$ cat config.mk
export PLATFORM = sky130hd
export DESIGN_NAME = dev_reshuffler_ctrl
export DESIGN_NICKNAME = d
export VERILOG_FILES = /design/src/rtl/dev_reshuffler_ctrl.sv
export SDC_FILE = /design/constraint.sdc
export NUM_CORES = 1
export LEC_CHECK = 0
export BUFFER_PORTS_ARGS = -buffer_cell sky130_fd_sc_hd__buf_2
export CAP_MARGIN = 10
export CORE_MARGIN = 4
export CORE_UTILIZATION = 65
export CTS_BUF_LIST = sky130_fd_sc_hd__clkbuf_8
export CTS_CLUSTER_SIZE = 40
export DETAILED_ROUTE_END_ITERATION = 7
export GPL_TIMING_DRIVEN = 0
export PLACE_DENSITY = 0.9
export SETUP_SLACK_MARGIN = 0.4
export SYNTH_ARGS = -nofsm -noshare
export SYNTH_HDL_FRONTEND = slang
export SYNTH_SLANG_ARGS = --single-unit
$ cat constraint.sdc
create_clock -name clk_i -period 3.8 [get_ports clk_i]
set_input_delay 0.19 -clock clk_i [delete_from_list [all_inputs] [get_ports clk_i]]
set_output_delay 0.19 -clock clk_i [all_outputs]
set_load 0.01 [all_outputs]
$ cat src/rtl/dev_reshuffler_ctrl.sv
// ---- dev_reshuffler_ctrl: handshake sequencer and in-flight limiter for the reshuffler ----
// ---- Optional busy-cycle counter: DEV_RESHUFFLER_CTRL_PERF_EN | Revision 1.0 ----
`default_nettype none

module dev_reshuffler_ctrl #(
  parameter int unsigned CntWidth       = 16,
  parameter int unsigned MaxOutstanding = 1
) (
  input  logic                clk_i,
  input  logic                rst_ni,
  input  logic                start_i,
  input  logic [CntWidth-1:0] len_i,
  input  logic                clear_i,
  output logic                busy_o,
  output logic                done_o,
  input  logic                src_valid_i,
  output logic                src_ready_o,
  output logic                dp_valid_o,
  input  logic                dp_ready_i,
  input  logic                dp_out_valid_i,
  output logic                dp_out_ready_o,
  output logic                dst_valid_o,
  input  logic                dst_ready_i,
  output logic [CntWidth-1:0] in_cnt_o,
  output logic [CntWidth-1:0] out_cnt_o
`ifdef DEV_RESHUFFLER_CTRL_PERF_EN
  ,
  output logic [31:0]         perf_cycles_o
`endif
);

  localparam int unsigned         OutW   = $clog2(MaxOutstanding + 1);
  localparam logic [OutW-1:0]     MaxOut = OutW'(MaxOutstanding);

  typedef enum logic [1:0] {
    StIdle  = 2'd0,
    StRun   = 2'd1,
    StDrain = 2'd2,
    StDone  = 2'd3
  } state_e;

  state_e              state_q, state_d;
  logic [CntWidth-1:0] len_q, len_d;
  logic [CntWidth-1:0] in_cnt_q, in_cnt_d;
  logic [CntWidth-1:0] out_cnt_q, out_cnt_d;
  logic [OutW-1:0]     outst_q, outst_d;
  logic                done_q, done_d;
  logic                busy_q, busy_d;

  logic                in_en, out_en, in_hs, out_hs;
  logic [CntWidth-1:0] in_cnt_inc, out_cnt_inc;

  // Handshake gating looks only at registered state so start/clear never reach these outputs.
  assign in_en  = (state_q == StRun) && (in_cnt_q < len_q) && (outst_q < MaxOut);
  assign out_en = ((state_q == StRun) || (state_q == StDrain)) && (out_cnt_q < in_cnt_q);

  assign dp_valid_o     = src_valid_i & in_en;
  assign src_ready_o    = dp_ready_i & in_en;
  assign dst_valid_o    = dp_out_valid_i & out_en;
  assign dp_out_ready_o = dst_ready_i & out_en;

  assign in_hs       = dp_valid_o & dp_ready_i;
  assign out_hs      = dp_out_valid_i & dp_out_ready_o;
  assign in_cnt_inc  = in_cnt_q + 1'b1;
  assign out_cnt_inc = out_cnt_q + 1'b1;

  always_comb begin
    state_d   = state_q;
    len_d     = len_q;
    in_cnt_d  = in_cnt_q;
    out_cnt_d = out_cnt_q;
    outst_d   = outst_q;
    done_d    = 1'b0;
    busy_d    = busy_q;

    if (clear_i) begin
      state_d = StIdle;
      outst_d = '0;
      busy_d  = 1'b0;
    end else begin
      case (state_q)
        StIdle: begin
          if (start_i) begin
            if (len_i == '0) begin
              done_d = 1'b1;
            end else begin
              state_d   = StRun;
              len_d     = len_i;
              in_cnt_d  = '0;
              out_cnt_d = '0;
              outst_d   = '0;
              busy_d    = 1'b1;
            end
          end
        end
        StRun, StDrain: begin
          if (in_hs)  in_cnt_d  = in_cnt_inc;
          if (out_hs) out_cnt_d = out_cnt_inc;
          if (in_hs && !out_hs)      outst_d = outst_q + 1'b1;
          else if (!in_hs && out_hs) outst_d = outst_q - 1'b1;

          if (state_q == StRun) begin
            if (in_hs && (in_cnt_inc == len_q)) state_d = StDrain;
          end else if (out_hs && (out_cnt_inc == len_q)) begin
            state_d = StDone;
            done_d  = 1'b1;
          end
        end
        StDone: begin
          state_d = StIdle;
          busy_d  = 1'b0;
        end
        default: begin
          state_d = StIdle;
          busy_d  = 1'b0;
        end
      endcase
    end
  end

  always_ff @(posedge clk_i or negedge rst_ni) begin
    if (!rst_ni) begin
      state_q   <= StIdle;
      len_q     <= '0;
      in_cnt_q  <= '0;
      out_cnt_q <= '0;
      outst_q   <= '0;
      done_q    <= 1'b0;
      busy_q    <= 1'b0;
    end else begin
      state_q   <= state_d;
      len_q     <= len_d;
      in_cnt_q  <= in_cnt_d;
      out_cnt_q <= out_cnt_d;
      outst_q   <= outst_d;
      done_q    <= done_d;
      busy_q    <= busy_d;
    end
  end

  assign busy_o    = busy_q;
  assign done_o    = done_q;
  assign in_cnt_o  = in_cnt_q;
  assign out_cnt_o = out_cnt_q;

`ifdef DEV_RESHUFFLER_CTRL_PERF_EN
  logic [31:0] perf_q;
  logic        start_acc;

  assign start_acc = (state_q == StIdle) && start_i && !clear_i;

  always_ff @(posedge clk_i or negedge rst_ni) begin
    if (!rst_ni) begin
      perf_q <= '0;
    end else if (start_acc) begin
      perf_q <= '0;
    end else if (busy_q && (perf_q != 32'hFFFF_FFFF)) begin
      perf_q <= perf_q + 32'd1;
    end
  end

  assign perf_cycles_o = perf_q;
`endif

endmodule

`default_nettype wire

==> results by group, run 1 <==
GRT
  – GR Util met1: 0.455
  – Vias in the first global route: between 4,000 and 5,000
  – Congestion Overflow GR: 0
  – Initial antenna violation count: 0
  – Pin count of the biggest net entering global routing: 54
  – First-pass GRT wire length: about 23,000 um
  – Most Crowded Layer GR: met2
  – Met3 Usage GRT: 0.0504
  – GRT Util Overall: 0.336
  – Met2 Use GR: 0.548

Worst hold path
  – Hold crit path type: in -> reg
  – Hold Startpoint: len_i[9]

Timing
  – Worst Tran Pin Value: approximately 700 ps
  – Setup TNS: 0 ps
  – Final Critical Period: approximately 3200 ps
  – RSZ-0062 raised after global routing: false
  – Final worst setup slack: 627 ps
  – Max Clock Skew: between 15 and 20 ps
  – Final hold vios: 0
  – Final Cycle Share: 0.835
  – Endpoints failing setup: 0
  – Max Transition Viols Final: 0
  – FMAX: roughly 0.32 GHz
  – Slew HR: 0.533

Logic synthesis
  – Library cells used by synthesis: 58
  – FFs w/ async S/R, synth: 1.00
  – Yosys top cell area share: 0.297
  – Syn Std Cell Area: around 0.0045 mm2
  – Syn avg cell area: 7.99 um2
  – Ys flop type: dfrtp_1
  – Synth cell count leaders: 74 x nand2_1, 53 x dfrtp_1, 41 x inv_1
  – Yosys reg bits: 53
  – Gate count of the mapped netlist: 560
  – Count leader, synth: nand2_1
  – Ys Warns: 0
  – EDFF count, synth: 0
  – Seq/Total Area, Yosys: 0.297
  – Leading area contributor after synthesis: dfrtp_1
  – Synth top area cells: dfrtp_1 30%, ha_1 10%, nand2_1 6.2%
  – Syn_nets: between 600 and 700

CTS
  – H-tree Lvls: 2
  – Max Buffers Root-to-Sink: 2
  – Clock sinks: 53
  – Clock-pin slew on the worst setup and hold paths: roughly 120 ps
  – CTS buffer count: 5
  – Clock latency on the worst-skew pair: between 300 and 400 ps
  – Root Driver: clkbuf_8
  – CTS tree: built

Critical path
  – Crit-path max FO: 10
  – Worst-path cell chain: ha_1, buf_1, nand2_1, a211o_1, a2111oi_1, nand4b_1, a32o_1
  – Delay-heaviest family, CP: compound AO/OA/AOI/OAI gates
  – Req. time, crit path: 4010 ps
  – RR Startpoint: in_cnt_o[1]
  – Arr. time, crit path: 3380 ps
  – Buf+Inv Stages, Crit Path: 1
  – CP max stage delay: around 520 ps
  – Crit path capture type: flop
  – Crit path launch: in_cnt_o[1]
  – Crit path max-delay cell type: a2111oi_1
  – Setup CP Type: reg -> reg
  – Crit path launch type: flop

Power
  – Tot Pwr: roughly 3.4 mW
  – Seq pwr share: 0.312
  – P_leak: 2.31 nW
  – Power Dens Cells: just under 700 mW/mm2
  – Net Switching: between 1.5 and 2 mW
  – Comb pwr share: 0.569
  – Clk network pwr share: 0.119
  – Maximum resistive drop on vdd: ~0.49 mV
  – Net switching fraction of the power: 0.499
  – Int Power: ~1.7 mW

Die
  – Die Width: between 90 and 100 um
  – Core Area: roughly 0.0065 mm2
  – FP Rows: 29
  – DIE AREA: approximately 0.0083 mm2
  – Starting Density: 0.685
  – IO Pins: 62
  – Die span in y: between 90 and 100 um

Placed design
  – Area after DPL: around 0.005 mm2
  – GPL Wtd Cong: about 0.99
  – Pre-CTS WS: 588 ps
  – Placed insts: 698
  – PortBufs: slightly above 60
  – HPWL after detailed placement: 10,700 um

Detailed routing
  – # DRC: 0
  – Vias: approximately 4,800
  – Drt total wl: between 10,000 and 15,000 um
  – Post-route ant nets: 0
  – Routed WL per cell: between 15 and 20 um
  – Detailed Routing Iterations Pass 1: 5
  – Vias/cell: ~6.7
  – First DRT Iteration DRCs: between 700 and 800

Job
  – MaxCap Viol Count: 0

Finish
  – Net count, final: about 700
  – Proportion of layout cells with a drive suffix above 1: 0.147
  – Post-Layout Inst Area: ~0.005 mm2
  – Layout Cells excl Fill: ~710
  – Area Growth Syn to Fin: 12.7%
  – ANT cells: 0

Run status
  – Status: finished, final reports clean
-- power by group through the flow --
stage / registers [mW] / clock network, mW / logic (mW)
after floorplan: 1.01 / 0 / 1.30
after global placement: 1.07 / 0 / 1.79
after detailed placement: 1.07 / 0 / 1.87
after CTS: 1.06 / 0.406 / 1.89
after global routing: 1.09 / 0.430 / 2.16
final: 1.07 / 0.406 / 1.94
-- layout make-up --
cell class / instances / area [um2]
Fill cell: 496 / 1490
Clock inverter: 3 / 42.5
Clock buffer: 5 / 68.8
Multi-Input combinational cell: 433 / 2870
Timing Repair Buffer: 63 / 335
Sequential cell: 53 / 1330
Buffer: 32 / 136
Inverter: 42 / 161
Tap cell: 77 / 96.3
-- timing repair --
action	CTS	global route
endpoints found under the hold margin	0	15
setup endpoints to repair	0	14
hold buffers	0	1
setup buffers	0	0
gates resized for setup	0	9
-- worst paths after layout --
path / to / slack [ps] / cells after the start
setup / recovery: state_q[0] / 630 / 7
hold / removal: len_q[9] / 80 / 3
setup reg to reg: state_q[0] / 630 / 7
hold reg to reg: busy_o / 560 / 2
max in group asynchronous: out_cnt_o[2] / 2910 / 3
min in group asynchronous: len_q[15] / 320 / 2
-- cell families after synthesis --
kind of cell,synth area share
fa+ha+maj,0.101
mux,0.00476
xor+xnor,0.0764
simple gates,0.253
flops,0.297
compound gates,0.204
buf+inv,0.0652
-- flip-flops by register name, summed over array words and instances, names as in the netlist --
| register | count |
|---|---|
| busy_o | 1 |
| done_o | 1 |
| outst_q | 1 |
| in_cnt_o | 16 |
| state_q | 2 |
| len_q | 16 |
| out_cnt_o | 16 |
-- cell usage in the layout, fill, tap and decap left out, types with 5 or more instances in the layout --
master,synthesis,routed
nor2_1,22,22
nand2b_1,5,5
dfrtp_1,53,53
a21o_1,9,9
or3_1,5,5
o21ai_0,39,39
nand2_1,74,74
xor2_1,14,14
clkbuf_1,19,16
nor4_1,11,11
o221ai_1,5,5
xnor2_1,25,25
o311ai_0,6,6
buf_2,10,71
clkbuf_8,0,5
ha_1,36,36
nor2b_1,7,7
inv_1,41,42
a22o_1,10,10
nand4_1,21,21
or4_1,5,5
nor3_1,13,12
nand3_1,32,32
a21oi_1,32,32
and3_1,6,6
-- metal layers --
metal  part of all wire  routed length (um)
met1               0.40                5630
met2               0.46                6450
met3              0.097                1350
met4              0.039                 551
met5                  0                   0
-- worst reg2reg max path: cells and delay by family, from the launching register on --
| kind | cells | cell delay, ps |
|---|---|---|
| AO/OA/AOI/OAI | 3 | 1210 |
| flip-flops | 1 | 500 |
| buffers and inverters | 1 | 460 |
| AND/OR/NAND/NOR | 2 | 620 |
| adder cells (fa/ha/maj) | 1 | 280 |
-- through the flow --
step                utilization  hold slack, ps
global placement          0.746             407
floorplan                     -            -106
global route              0.772            89.7
finish                    0.772            80.4
CTS                       0.763            75.9
detailed placement        0.746             415
(Power assumes the default switching activity.)
==> run 2: changes to the inputs <==
CORE_UTILIZATION = 54   (was 65)
PLACE_DENSITY = 0.8   (was 0.9)
clock period = 2.8 ns   (was 3.8 ns; I/O delays follow)
==> run 2 against run 1 <==
Effect of this change:
- sequential power rose by 28%
- worst setup slack got worse by 480 ps
- global-route usage fell by 2.0 points
- largest power group unchanged
==> results by group, run 2 (synthesized netlist as in run 1, its figures left out) <==
Critical path
  – Delay-heaviest family, CP: compound AO/OA/AOI/OAI gates (unchanged)
  – Worst-path cell chain: ha_4, a2111o_1, a21oi_4, o2111ai_4, buf_12, nor4_4, o21ai_2, a32o_1 (was ha_1, buf_1, nand2_1, a211o_1, a2111oi_1, nand4b_1, a32o_1)
  – Req. time, crit path: 3010 ps (was 4010 ps)
  – Crit path launch type: flop (unchanged)
  – Buf+Inv Stages, Crit Path: 1 (unchanged)
  – Arr. time, crit path: 2860 ps (was 3380 ps)
  – Crit-path max FO: 4 (was 10)
  – Crit path capture type: flop (unchanged)
  – Setup CP Type: reg -> reg (unchanged)
  – Crit path max-delay cell type: dfrtp_2 (was a2111oi_1)
  – CP max stage delay: 480 ps (was 520 ps)

Die
  – DIE AREA: 0.00980 mm2 (was 0.00827 mm2)
  – FP Rows: 32 (was 29)
  – Die Width: 99.0 um (was 91.0 um)
  – Core Area: 0.00789 mm2 (was 0.00653 mm2)
  – IO Pins: 62 (unchanged)
  – Starting Density: 0.567 (was 0.685)
  – Die span in y: 99.0 um (was 91.0 um)

Detailed routing
  – Met3 wire len: 1480 um (was 1350 um)
  – Routed metal-1 wire length: 6410 um (was 5630 um)
  – Post-route ant nets: 0 (unchanged)
  – # DRC: 0 (unchanged)
  – Drt total wl: 16,200 um (was 14,000 um)
  – Met2 routed WL: 7390 um (was 6450 um)
  – Vias: 5,095 (was 4,769)
  – First DRT Iteration DRCs: 450 (was 710)
  – Vias/cell: 6.47 (was 6.74)
  – Detailed Routing Iterations Pass 1: 5 (unchanged)
  – Top sig layer: met4 (unchanged)
  – Routed WL per cell: 20.6 um (was 19.8 um)

Finish
  – FILL cells: 545 (was 496)
  – Post-Layout Inst Area: 0.00610 mm2 (was 0.00504 mm2)
  – Most frequent cells in the layout: 72 x nand2_1, 63 x buf_2, 54 x buf_4 (was 74 x nand2_1, 71 x buf_2, 53 x dfrtp_1)
  – Storage cell area: 0.00135 mm2 (was 0.00133 mm2)
  – Area Growth Syn to Fin: 36.3% (was 12.7%)
  – ANT cells: 0 (unchanged)
  – Proportion of layout cells with a drive suffix above 1: 0.358 (was 0.147)
  – Final core utilization: 0.773 (was 0.772)
  – Commonest non-fill, non-tap cell in the layout: nand2_1 (unchanged)
  – Net count, final: 744 (was 690)
  – Multi-input gate area: 0.00326 mm2 (was 0.00287 mm2)

Power
  – Maximum resistive drop on vdd: 0.571 mV (was 0.488 mV)
  – Seq pwr share: 0.238 (was 0.312)
  – Net Switching: 2.74 mW (was 1.70 mW)
  – Int Power: 3.02 mW (was 1.71 mW)
  – Clk network pwr share: 0.099 (was 0.119)
  – P_leak: 2.71 nW (was 2.31 nW)
  – Power Dens Cells: 945 mW/mm2 (was 678 mW/mm2)
  – Net switching fraction of the power: 0.475 (was 0.499)
  – Comb pwr share: 0.664 (was 0.569)

CTS
  – Root Driver: clkbuf_8 (unchanged)
  – Clock-pin slew on the worst setup and hold paths: 100 ps (was 120 ps)
  – Clock sinks: 53 (unchanged)
  – H-tree Lvls: 2 (unchanged)
  – Clock latency on the worst-skew pair: 320 ps (about the same)
  – CTS buffer count: 5 (unchanged)
  – Max Buffers Root-to-Sink: 2 (unchanged)
  – CTS tree: built (unchanged)

Worst hold path
  – Hold crit path type: in -> reg (unchanged)

Placed design
  – GPL Wtd Cong: 0.942 (was 0.985)
  – PortBufs: 61 (unchanged)
  – HPWL after detailed placement: 10,600 um (was 10,700 um)
  – Pre-CTS WS: -188 ps (was 588 ps)
  – Area after DPL: 0.00503 mm2 (was 0.00487 mm2)

GRT
  – First-pass GRT wire length: 24,800 um (was 22,700 um)
  – Initial antenna violation count: 0 (unchanged)
  – Pin count of the biggest net entering global routing: 54 (unchanged)
  – Vias in the first global route: 4,852 (was 4,480)
  – GRT Util Overall: 0.316 (was 0.336)
  – Congestion Overflow GR: 0 (unchanged)

Timing
  – Final Cycle Share: 0.946 (was 0.835)
  – Max Transition Viols Final: 0 (unchanged)
  – Max Clock Skew: 14.4 ps (was 15.6 ps)
  – Endpoints failing setup: 0 (unchanged)
  – Slew HR: 0.519 (was 0.533)
  – Final hold vios: 0 (unchanged)
  – Worst hold margin: 41.9 ps (was 80.4 ps)
  – Final worst setup slack: 151 ps (was 627 ps)
  – Final Critical Period: 2650 ps (was 3170 ps)
  – Setup TNS: 0 ps (unchanged)
  – RSZ-0062 raised after global routing: true (was false)
  – FMAX: 0.378 GHz (was 0.315 GHz)
  – Worst Tran Pin Value: 722 ps (was 701 ps)

Job
  – MaxCap Viol Count: 0 (unchanged)

Run status
  – Status: finished, final reports clean (unchanged)
[run 2: cell count changes in the layout (fill, tap and decap cells not counted), moves of 9 or more]
cell | before | now
buf_4 | 0 | 54
dfrtp_1 | 53 | 32
dfrtp_2 | 0 | 21
inv_1 | 42 | 29
o21ai_0 | 39 | 26
ha_1 | 36 | 25
inv_2 | 0 | 10
a21oi_1 | 32 | 23
ha_4 | 0 | 9
[run 2: area by class of cell]
cell class | count | share of cell area
Tap cell | 102 | 0.0209
Multi-Input combinational cell | 433 | 0.536
Inverter | 42 | 0.0279
Clock buffer | 6 | 0.0135
Clock inverter | 2 | 0.00616
Timing Repair Buffer | 117 | 0.129
Buffer | 32 | 0.0452
Sequential cell | 53 | 0.222
[run 2: worst paths after layout]
check / startpoint / slack, ps / to / depth (start not counted)
setup / recovery: out_cnt_o[1] / 150 / state_q[0] / 8
hold / removal: len_i[10] / 40 / len_q[10] / 3
setup reg to reg: out_cnt_o[1] / 150 / state_q[0] / 8
hold reg to reg: busy_o / 570 / busy_o / 2
max in group asynchronous: rst_ni / 1860 / out_cnt_o[5] / 2
min in group asynchronous: rst_ni / 400 / in_cnt_o[8] / 2
[run 2: per-stage QoR]
step,power (mW),cells
2_1_floorplan,3.25,560
3_3_place_gp,4.01,723
3_5_place_dp,4.11,723
4_1_cts,5.29,772
5_1_grt,6.12,787
6_report,5.76,787
[run 2: power by group through the flow]
stage	Clock (mW)	Sequential (mW)	Combinational [mW]
2_1_floorplan	0	1.39	1.86
3_3_place_gp	0	1.47	2.54
4_1_cts	0.580	1.36	3.35
6_report	0.569	1.37	3.82
3_5_place_dp	0	1.48	2.63
5_1_grt	0.612	1.38	4.12
[run 2: worst register-to-register path, cell delays in order, from the launching register on]
cell and delay (ps):
dfrtp_2 480, ha_4 260, a2111o_1 460, a21oi_4 240, o2111ai_4 200, buf_12 190
nor4_4 370, o21ai_2 90, a32o_1 270
[run 2: per-layer routing]
metal,up-vias,GRT usage
met3,85,0.0368
li1,2275,-
met4,0,0.162
met1,2412,0.435
met5,-,0
met2,323,0.488
[run 2: timing repair]
item | 4_1_cts | 5_1_grt
cloned | 2 | 0
setup buffers | 39 | 14
pin swaps | 37 | 20
gates resized for setup | 88 | 51
hold buffers | 0 | 1
hold endpoints to repair | 0 | 53
endpoints found under the setup margin | 36 | 39
